### src/rtl/mem_port_arbiter.sv
// mem_port_arbiter
//   Shares one single-ported 32-bit memory between the instruction-fetch port
//   and the data (load/store) port. One transaction at a time: a grant is
//   decided, the access is issued for one cycle, the fixed read latency is
//   counted down, and the response is returned to the owning requester.
//   The data port has fixed priority. Fetch is forced to win after losing
//   STARVE_MAX consecutive decisions while it was requesting.
//
// Ports
//   clk, rst          clock, synchronous active-high reset
//   if_req_i/addr_i   fetch request and byte address
//   if_gnt_o          fetch accepted this cycle (low = stall)
//   if_rvalid_o/rdata fetch response pulse and instruction word
//   d_req_i/we/addr/wdata/be  data request (store when we=1)
//   d_gnt_o           data accepted this cycle (low = stall)
//   d_rvalid_o/rdata  data response / write-ack pulse and load word
//   mem_*_o           memory strobe, write enable, address, write data, byte enables
//   mem_rdata_i       memory read data, valid LAT cycles after mem_en_o
//   busy_o            a transaction is in flight
module mem_port_arbiter #(
    parameter int ADDR_W     = 10,
    parameter int LAT        = 2,
    parameter int STARVE_MAX = 4
) (
    input  logic              clk,
    input  logic              rst,
    input  logic              if_req_i,
    input  logic [ADDR_W-1:0] if_addr_i,
    output logic              if_gnt_o,
    output logic              if_rvalid_o,
    output logic [31:0]       if_rdata_o,
    input  logic              d_req_i,
    input  logic              d_we_i,
    input  logic [ADDR_W-1:0] d_addr_i,
    input  logic [31:0]       d_wdata_i,
    input  logic [3:0]        d_be_i,
    output logic              d_gnt_o,
    output logic              d_rvalid_o,
    output logic [31:0]       d_rdata_o,
    output logic              mem_en_o,
    output logic              mem_we_o,
    output logic [ADDR_W-1:0] mem_addr_o,
    output logic [31:0]       mem_wdata_o,
    output logic [3:0]        mem_be_o,
    input  logic [31:0]       mem_rdata_i,
    output logic              busy_o
);

    localparam int SW = $clog2(STARVE_MAX + 1);

    typedef enum logic [1:0] {IDLE, ISSUE, WAIT, RESP} state_t;

    state_t            state;
    logic              owner_data;   // 1 = data port owns the transaction
    logic              we_q;
    logic [ADDR_W-1:0] addr_q;
    logic [31:0]       wdata_q;
    logic [3:0]        be_q;
    logic [2:0]        lat_cnt;
    logic [SW-1:0]     starve;
    logic [31:0]       if_rdata_q;
    logic [31:0]       d_rdata_q;

    logic decide;
    logic fetch_win;
    logic data_win;
    logic issue;
    logic resp;

    // Grants are only offered on decision cycles and never while reset is held,
    // so a requester cannot see a grant that the registers then discard.
    assign decide    = !rst && (state == IDLE || state == RESP);
    assign fetch_win = decide && if_req_i && (!d_req_i || starve == SW'(STARVE_MAX));
    assign data_win  = decide && d_req_i && !fetch_win;
    assign issue     = !rst && state == ISSUE;
    assign resp      = !rst && state == RESP;

    assign if_gnt_o    = fetch_win;
    assign d_gnt_o     = data_win;
    assign if_rvalid_o = resp && !owner_data;
    assign d_rvalid_o  = resp && owner_data;
    assign if_rdata_o  = if_rdata_q;
    assign d_rdata_o   = d_rdata_q;
    assign busy_o      = !rst && state != IDLE;

    // Memory side is only driven during the single issue cycle.
    assign mem_en_o    = issue;
    assign mem_we_o    = issue && we_q;
    assign mem_addr_o  = issue ? addr_q  : '0;
    assign mem_wdata_o = issue ? wdata_q : '0;
    assign mem_be_o    = issue ? be_q    : '0;

    always_ff @(posedge clk) begin
        if (rst) begin
            state      <= IDLE;
            owner_data <= 1'b0;
            we_q       <= 1'b0;
            addr_q     <= '0;
            wdata_q    <= '0;
            be_q       <= '0;
            lat_cnt    <= '0;
            starve     <= '0;
            if_rdata_q <= '0;
            d_rdata_q  <= '0;
        end else begin
            case (state)
                IDLE, RESP: begin
                    if (fetch_win) begin
                        owner_data <= 1'b0;
                        we_q       <= 1'b0;
                        addr_q     <= if_addr_i;
                        wdata_q    <= '0;
                        be_q       <= 4'b1111;
                        state      <= ISSUE;
                    end else if (data_win) begin
                        owner_data <= 1'b1;
                        we_q       <= d_we_i;
                        addr_q     <= d_addr_i;
                        wdata_q    <= d_wdata_i;
                        be_q       <= d_be_i;
                        state      <= ISSUE;
                    end else begin
                        state      <= IDLE;
                    end
                    // Fetch lost while asking: one step closer to a forced win.
                    if (if_req_i && data_win) begin
                        if (starve != SW'(STARVE_MAX))
                            starve <= starve + SW'(1);
                    end else begin
                        starve <= '0;
                    end
                end
                ISSUE: begin
                    lat_cnt <= 3'(LAT);
                    state   <= WAIT;
                end
                WAIT: begin
                    lat_cnt <= lat_cnt - 3'd1;
                    // Count of 1 marks the cycle the memory word is valid.
                    if (lat_cnt == 3'd1) begin
                        if (!owner_data)
                            if_rdata_q <= mem_rdata_i;
                        else if (!we_q)
                            d_rdata_q <= mem_rdata_i;
                        state <= RESP;
                    end
                end
                default: state <= IDLE;
            endcase
        end
    end

endmodule

### config.mk
export PLATFORM = sky130hd
export DESIGN_NAME = mem_port_arbiter
export DESIGN_NICKNAME = d
export VERILOG_FILES = /design/src/rtl/mem_port_arbiter.sv
export SDC_FILE = /design/constraint.sdc
export NUM_CORES = 1
export LEC_CHECK = 0
export ABC_AREA = 0
export CORE_MARGIN = 5
export CORE_UTILIZATION = 48
export CTS_BUF_LIST = sky130_fd_sc_hd__clkbuf_4
export CTS_CLUSTER_SIZE = 28
export DETAILED_ROUTE_END_ITERATION = 7
export GPL_ROUTABILITY_DRIVEN = 0
export GPL_TIMING_DRIVEN = 0
export PLACE_DENSITY = 0.84
export SKIP_CTS_REPAIR_TIMING = 1
export SYNTH_ARGS = -nofsm -noshare
export SYNTH_HDL_FRONTEND = slang
export SYNTH_SLANG_ARGS = --single-unit
### constraint.sdc
create_clock -name clk -period 3.9 [get_ports clk]
set_input_delay 0.78 -clock clk [delete_from_list [all_inputs] [get_ports clk]]
set_output_delay 0.78 -clock clk [all_outputs]
set_load 0.01 [all_outputs]
# Word level (Yosys, flattened, before mapping)
# Index checks and enable logic that the tools add are counted.
# totals
regBits	120
latchBits	0
mem_bits_rw	0
rom_bits	0
input_bits	93
output_inout_bits	117
n_memories	0
# op_classes
addsub	2
multipliers	0
n_div	0
order_cmp	0
n_eq_ne	8
n_shift	0
n_mux	20
bitwise	2
reduce_logical	27
# ops
cell	count
32-bit 2-to-1 mux	3
10-bit 2-to-1 mux	3
1-bit logical AND	12
4-bit 2-to-1 mux	3
1-bit 2-to-1 mux	6
3-bit 2-to-1 mux	2
2-bit case mux with 3 select lines	1
3-bit case mux with 2 select lines	1
2-bit nonzero test	3
2-bit equality test (second input constant)	2
1-bit logical NOT	4
2-bit AND reduction	2
4-bit AND reduction	1
3-bit by 1-bit adder with 3-bit output (second input constant)	1
3-bit by 1-bit equality test with 1-bit output (second input constant)	1
3-bit equality test (second input constant)	1
3-bit inequality test (second input constant)	1
3-bit AND reduction	1
3-bit by 1-bit subtractor with 3-bit output (second input constant)	1
2-bit by 1-bit equality test with 1-bit output (second input constant)	1
2-bit logical NOT	1
1-bit logical OR	2
2-bit 2-to-1 mux	1
2-bit by 1-bit inequality test with 1-bit output (second input constant)	1
3 further kinds	4

# Logic depth before layout (Yosys ltp)
# depth
word_depth	10
depth_mapped	8

# Least setup slack after synthesis
# OpenSTA, ideal clock, no wires.
# synth_timing
path_kind	input-to-output
from	in rst
to	out mem_wdata_o[10]
t_arrival_ns	1.720
path_slack_ns	1.400
stages	5
path_buffers	3
cell_sequence	buf_2 nor2b_1 clkbuf_1 clkbuf_1 and2_1
# synth_via
elab_chain_len	3
# synth_rtl
element	line	text
start, declared	26	input logic rst,
1-bit logical NOT	75	assign issue = !rst && state == ISSUE;
1-bit logical AND	75	
32-bit 2-to-1 mux	90	assign mem_wdata_o = issue ? wdata_q : '0;
end, declared	43	output logic [31:0] mem_wdata_o,
# Every way passes these cells.

# Worst setup path after layout
# layout_timing
from	in d_req_i
to	out if_gnt_o
# layout_via
elab_chain_len	3
# layout_rtl
element	line	text
start, declared	32	input logic d_req_i,
1-bit logical NOT	73	assign fetch_win = decide && if_req_i && (!d_req_i || starve == SW'(STARVE_MAX));
1-bit logical OR	73	
1-bit logical AND	73	
end, declared	29	output logic if_gnt_o,
# Every way passes these cells.

==> flow_summary.toml <==
[detailed_routing]
drt-pass1-iter-count = 7
dr_total_vias = 5661
wl_per_cell_um = 17.02
viasPerCell = 5.545
ant_nets = 0
drt_iter0_markers = 482
drc = 0
routed_wl_um = 17380

[yosys]
async_reset_ff_share_pct = 0
ys.flop_type = "dfxtp_1"
syn_inst = 644
synth_nets = 745
seq_area_frac_synth_pct = 46.32
synth-edff-count = 0
synth_area_sq_um = 5186
ys_types = 37
ys_ff_latch = 120
ys_warn_count = 0
avgSynthCellArea_sq_um = 8.053

[power]
p_int_mw = 1.868
p_leak_nw = 2.579
p_sw_uw = 904.7
pwr-share-comb_pct = 25.8
pwr_density_cell_nw_per_um2 = 362.7
switching_share_pct = 32.63
clkPwrFrac_pct = 24.8
seq_power_share_pct = 49.4
totalPowerFinal_mw = 2.773
ir_drop_v = 0.0001798

[floorplanning]
io_pins = 210
die_w_um = 113.9
rows = 38
core_sq_um = 10700
die_area_sq_um = 12980
start_util_pct = 48.48
die_h_um = 113.9

[critical_path]
worstPathRequired_ns = 3.12
crit_slowest_cell = "clkdlybuf4s50_1"
cp-end-kind = "output pin"
rrSetupSlack_ns = 1.86
path_delay_family = "buffers and inverters"
r2r_cells = 7
cp.depth = 6
max_stage_delay_ns = 0.55
crit_top_cell = "clkdlybuf4s50_1"
critPathMaxFanout = 10
worstPathArrival_ns = 2.93
path_cells = "clkdlybuf4s50_1, a21bo_2, clkbuf_1, nand3_1, inv_1, clkdlybuf4s50_1"
cp_num_buf_inv = 4
start_kind = "input port"
critPathKind = "input port to output pin"

[timing]
hold_viol_final = 0
finalSetupViolations = 0
period_share_pct = 95.03
holdWs_ns = 0.4630
timing.fmax_mhz = 269.8
rsz0062_at_grt = "false"
tightestPinTransition_ns = 0.7215
drv_slew = 0
setup_tns_ns = 0
fin_skew_ns = 0.01484
min_period_ns = 3.706
worst_slew_margin_rel_pct = 51.90

[clocking]
path_clk_slew_ns = 0.10
cts_buffer_depth = 2
cts_tree = "done"
root_buffer = "clkbuf_4"
htree_num_levels = 4
cts_buffers = 17
clock_sinks = 120
clock_latency_ns = 0.50

[final_layout]
multi_input_area_sq_um = 2460
final_cell_mix = "clkdlybuf4s50_1 (208), dfxtp_1 (120), a21oi_1 (114), o21ai_0 (70), nand3_1 (69)"
nNetsFinal = 972
diodes = 0
register_area_sq_um = 2402
layout_commonest_cell = "clkdlybuf4s50_1"
layout-drive-gt1-share_pct = 6.129
final_area_sq_um = 7646
nFillCells = 883
fin_util_pct = 71.47
area_delta_synth_final_pct = 47.43

[grt]
grt_antenna_before_repair = 0
first_global_vias = 5621
track_usage_pct = 26.45
grt_remaining_overflow = 0
grt_pass1_wl_um = 27740
grt_max_degree = 17

[placed_design]
dp_hpwl_um = 13140
postPlaceCellArea_sq_um = 7443
portBuffers = 208

[job]
drv_cap = 0

[hold_path]
whs_path_depth = 2
hold_class = "flop to flop"

[run_status]
status = "completed"
area by class of cell:
| cell class | instances | area share, % |
|---|---|---|
| flip-flops and latches | 120 | 31.42 |
| well taps | 140 | 2.291 |
| plain buffers | 67 | 3.747 |
| repair buffers | 208 | 27.23 |
| inverters | 10 | 0.4909 |
| clock buffers | 19 | 1.865 |
| clock inverters | 10 | 0.7855 |
| multi-input cells | 447 | 32.17 |
synth_stat cells, drive strengths merged (2+ instances only):
| library cell | instances | area share (%) |
|---|---|---|
| dfxtp | 120 | 46 |
| a21oi | 114 | 11 |
| o21ai | 70 | 6.8 |
| nand3 | 69 | 6.7 |
| nand2 | 67 | 4.8 |
| clkbuf | 49 | 3.5 |
| and2 | 47 | 5.7 |
| buf | 18 | 2.0 |
| a2111oi | 10 | 1.9 |
| inv | 10 | 0.72 |
| nor4 | 10 | 1.2 |
| nor4b | 10 | 1.7 |
| ha | 8 | 1.9 |
| a211oi | 6 | 0.87 |
| nor3 | 6 | 0.58 |
| nor2 | 5 | 0.41 |
| nor2b | 5 | 0.60 |
| and3b | 3 | 0.51 |
| nand2b | 2 | 0.24 |
| nor3b | 2 | 0.39 |
| or2 | 2 | 0.29 |
path summary, 6_finish.rpt:
path | to | start
min | if_rdata_o[30]$_SDFFE_PP0P_ | if_rdata_o[30]$_SDFFE_PP0P_
min reg2reg | if_rdata_o[30]$_SDFFE_PP0P_ | if_rdata_o[30]$_SDFFE_PP0P_
max reg2reg | addr_q[6]$_SDFFE_PP0P_ | state[0]$_SDFFE_PP0P_
max | if_gnt_o | d_req_i
through the flow:
stage	cells	setup WS, ns
6_report	1021	0.1939
5_1_grt	1021	0.05185
4_1_cts	1021	0.2296
3_5_place_dp	992	0.2436
3_3_place_gp	992	0.2873
2_1_floorplan	644	1.400
tightest hold or removal path, cell delays in order, from the launching register on:
cell and delay, ns:
dfxtp_1 0.32, nand2_1 0.05, a21oi_1 0.05
power by group through the flow:
stage | clock network, mW | registers (mW) | logic (mW)
2_1_floorplan | 0 | 1.38 | 0.424
3_3_place_gp | 0 | 1.39 | 0.680
3_5_place_dp | 0 | 1.40 | 0.701
4_1_cts | 0.697 | 1.37 | 0.707
5_1_grt | 0.755 | 1.38 | 0.788
6_report | 0.688 | 1.37 | 0.714
layer usage:
layer | wire (um) | track usage (%) | vias up | share of wire (%)
met1 | 6787 | 31.70 | 2634 | 39
li1 | - | - | 2702 | -
met2 | 8344 | 44.22 | 296 | 48
met3 | 1943 | 9.655 | 29 | 11
met4 | 301 | 8.314 | 0 | 1.7
met5 | 0 | 0 | - | 0
flip-flops by register name (all words and copies together) (netlist names):
name and count:
wdata_q 32, lat_cnt 3, if_rdata_o 32, addr_q 10, d_rdata_o 32, be_q 4, owner_data 1, starve 3
state 2, we_q 1
cell families (layout without fill, tap and decap cells):
| family | Yosys count | in the layout | share of synthesized area [%] |
|---|---|---|---|
| AO/OA/AOI/OAI | 204 | 204 | 21.18 |
| XOR/XNOR | 2 | 2 | 0.3378 |
| adder cells (fa/ha/maj) | 8 | 8 | 1.930 |
| buffers and inverters | 77 | 314 | 6.249 |
| flip-flops | 120 | 120 | 46.32 |
| AND/OR/NAND/NOR | 233 | 233 | 23.98 |
Note: power is estimated with default switching activity, not from simulation.
==> patch, RTL diff (same settings) <==
Change the parameter `ADDR_W` from 10 to 8.
--- a/src/rtl/mem_port_arbiter.sv
+++ b/src/rtl/mem_port_arbiter.sv
@@ -18,7 +18,7 @@
 //   mem_rdata_i       memory read data, valid LAT cycles after mem_en_o
 //   busy_o            a transaction is in flight
 module mem_port_arbiter #(
-    parameter int ADDR_W     = 10,
+    parameter int ADDR_W     = 8,
     parameter int LAT        = 2,
     parameter int STARVE_MAX = 4
 ) (
Interface: changed (resized d_addr_i, if_addr_i and mem_addr_o); port bits go from 210 to 204. No check against the original RTL was run, so the function may have changed too.
==> patch against the unedited design <==
Sequential cell count shrank 2. Design area is essentially flat. Non-clock buffer count shrank 10. Setup slack lost 32 ps. Wire length shrank 0.70%. Total power grew 5.9%. Die area shrank 0.40%. Worst hold slack lost 2.4 ps. Area after synthesis shrank 0.43%. Highest routed layer unchanged.
==> patch: results (changes against the unedited design) <==
[final_layout]
final-clk-cell-share = 0.0368  ; +0.0103
n_all_buffers = 265  ; -3.6%
buffer_area_frac = 0.303  ; -0.00643
nNetsFinal = 944  ; -2.9%
n_clock_buffer = 17  ; -2
inverters_excl_clock = 11  ; +1
drive_gt1_frac = 0.0849  ; +0.0236
seq_cells = 118  ; -1.7%
multi_input_gates = 434  ; -2.9%
nFillCells = 798  ; -9.6%

[routing]
wire_per_inst_um = 17.3  ; +1.8%
num_vias = 5603  ; -1.0%
via_per_inst = 5.63  ; +1.5%
firstDrtPassIters = 5  ; -2

[place]
dp_slack_ps = 184  ; -59.6 ps
hpwl_mm = 13.1  ; -0.55%

[sta]
min_period_ps = 3740  ; +32.1 ps
clock_skew_ps = 17.9  ; +3.11 ps
slew_headroom = 0.620  ; +0.101

[logic_synthesis]
synth_cell_type_count = 43  ; +16%
synth_fa_ha_area_frac = 0.0194  ; +0.0000842
synthXorXnorAreaFrac = 0.00339  ; +0.0000147
syn_avg_cell_area_um2 = 8.26  ; +2.6%
synthTopCellsByArea = dfxtp_1 46%, a21oi_1 11%, o21ai_0 6.8%, nand3_1 6.7%, and2_1 5.5%
synth_nets = 722  ; -3.1%
synth_commonest_cells = 118 x dfxtp_1, 111 x a21oi_1, 70 x o21ai_0

[power]
pg_comb_uw = 702  ; -2%
ir_worst_vdd_mv = 0.210  ; +17%
p_leak_nw = 2.60  ; +0.92%
intPower_mw = 1.98  ; +5.9%

[min_path]
min-delay-start = if_rdata_o[23]
min_to = if_rdata_o[23]

[grt]
grt_pass1_wl_mm = 26.8  ; -3.2%
grt_usage = 0.260  ; -0.00466

[setup_path]
reg2reg_to = addr_q[4]
startpoint = rst
cp-endpoint = mem_wdata_o[3]
rrSetupSlack_ps = 1920  ; +60 ps

[clocking]
clk_latency_ps = 520  ; +20 ps

[status]
outcome = complete, no violations

patch: per-stage QoR:
step	power [mW]	utilization	hold WS, ps	cell area (um^2)
after floorplan	1.78	-	449	5160
after detailed placement	2.07	0.707	446	7370
final	2.94	0.734	461	7650
after global routing	3.07	0.734	476	7650
after global placement	2.04	0.707	441	7370
after CTS	2.93	0.734	461	7650
patch: per-layer routing:
layer | global-route usage | wire (um) | up-vias
li1 | - | - | 2637
met1 | 0.301 | 6670 | 2639
met2 | 0.448 | 8420 | 300
met3 | 0.0960 | 1920 | 27
met4 | 0.0777 | 248 | 0
met5 | 0 | 0 | -
patch: kinds of logic after synthesis:
| kind of cell | after synthesis |
|---|---|
| buffers and inverters | 73 |
| AOI/OAI and AO/OA | 199 |
| and+or+nand+nor | 225 |
| adders and majority gates | 8 |
| DFF | 118 |
| xor gates and xnor gates | 2 |
patch: worst max-delay path, delay by kind of cell:
family | cells | cell delay [ps]
and+or+nand+nor | 2 | 350
buffers and inverters | 4 | 1820
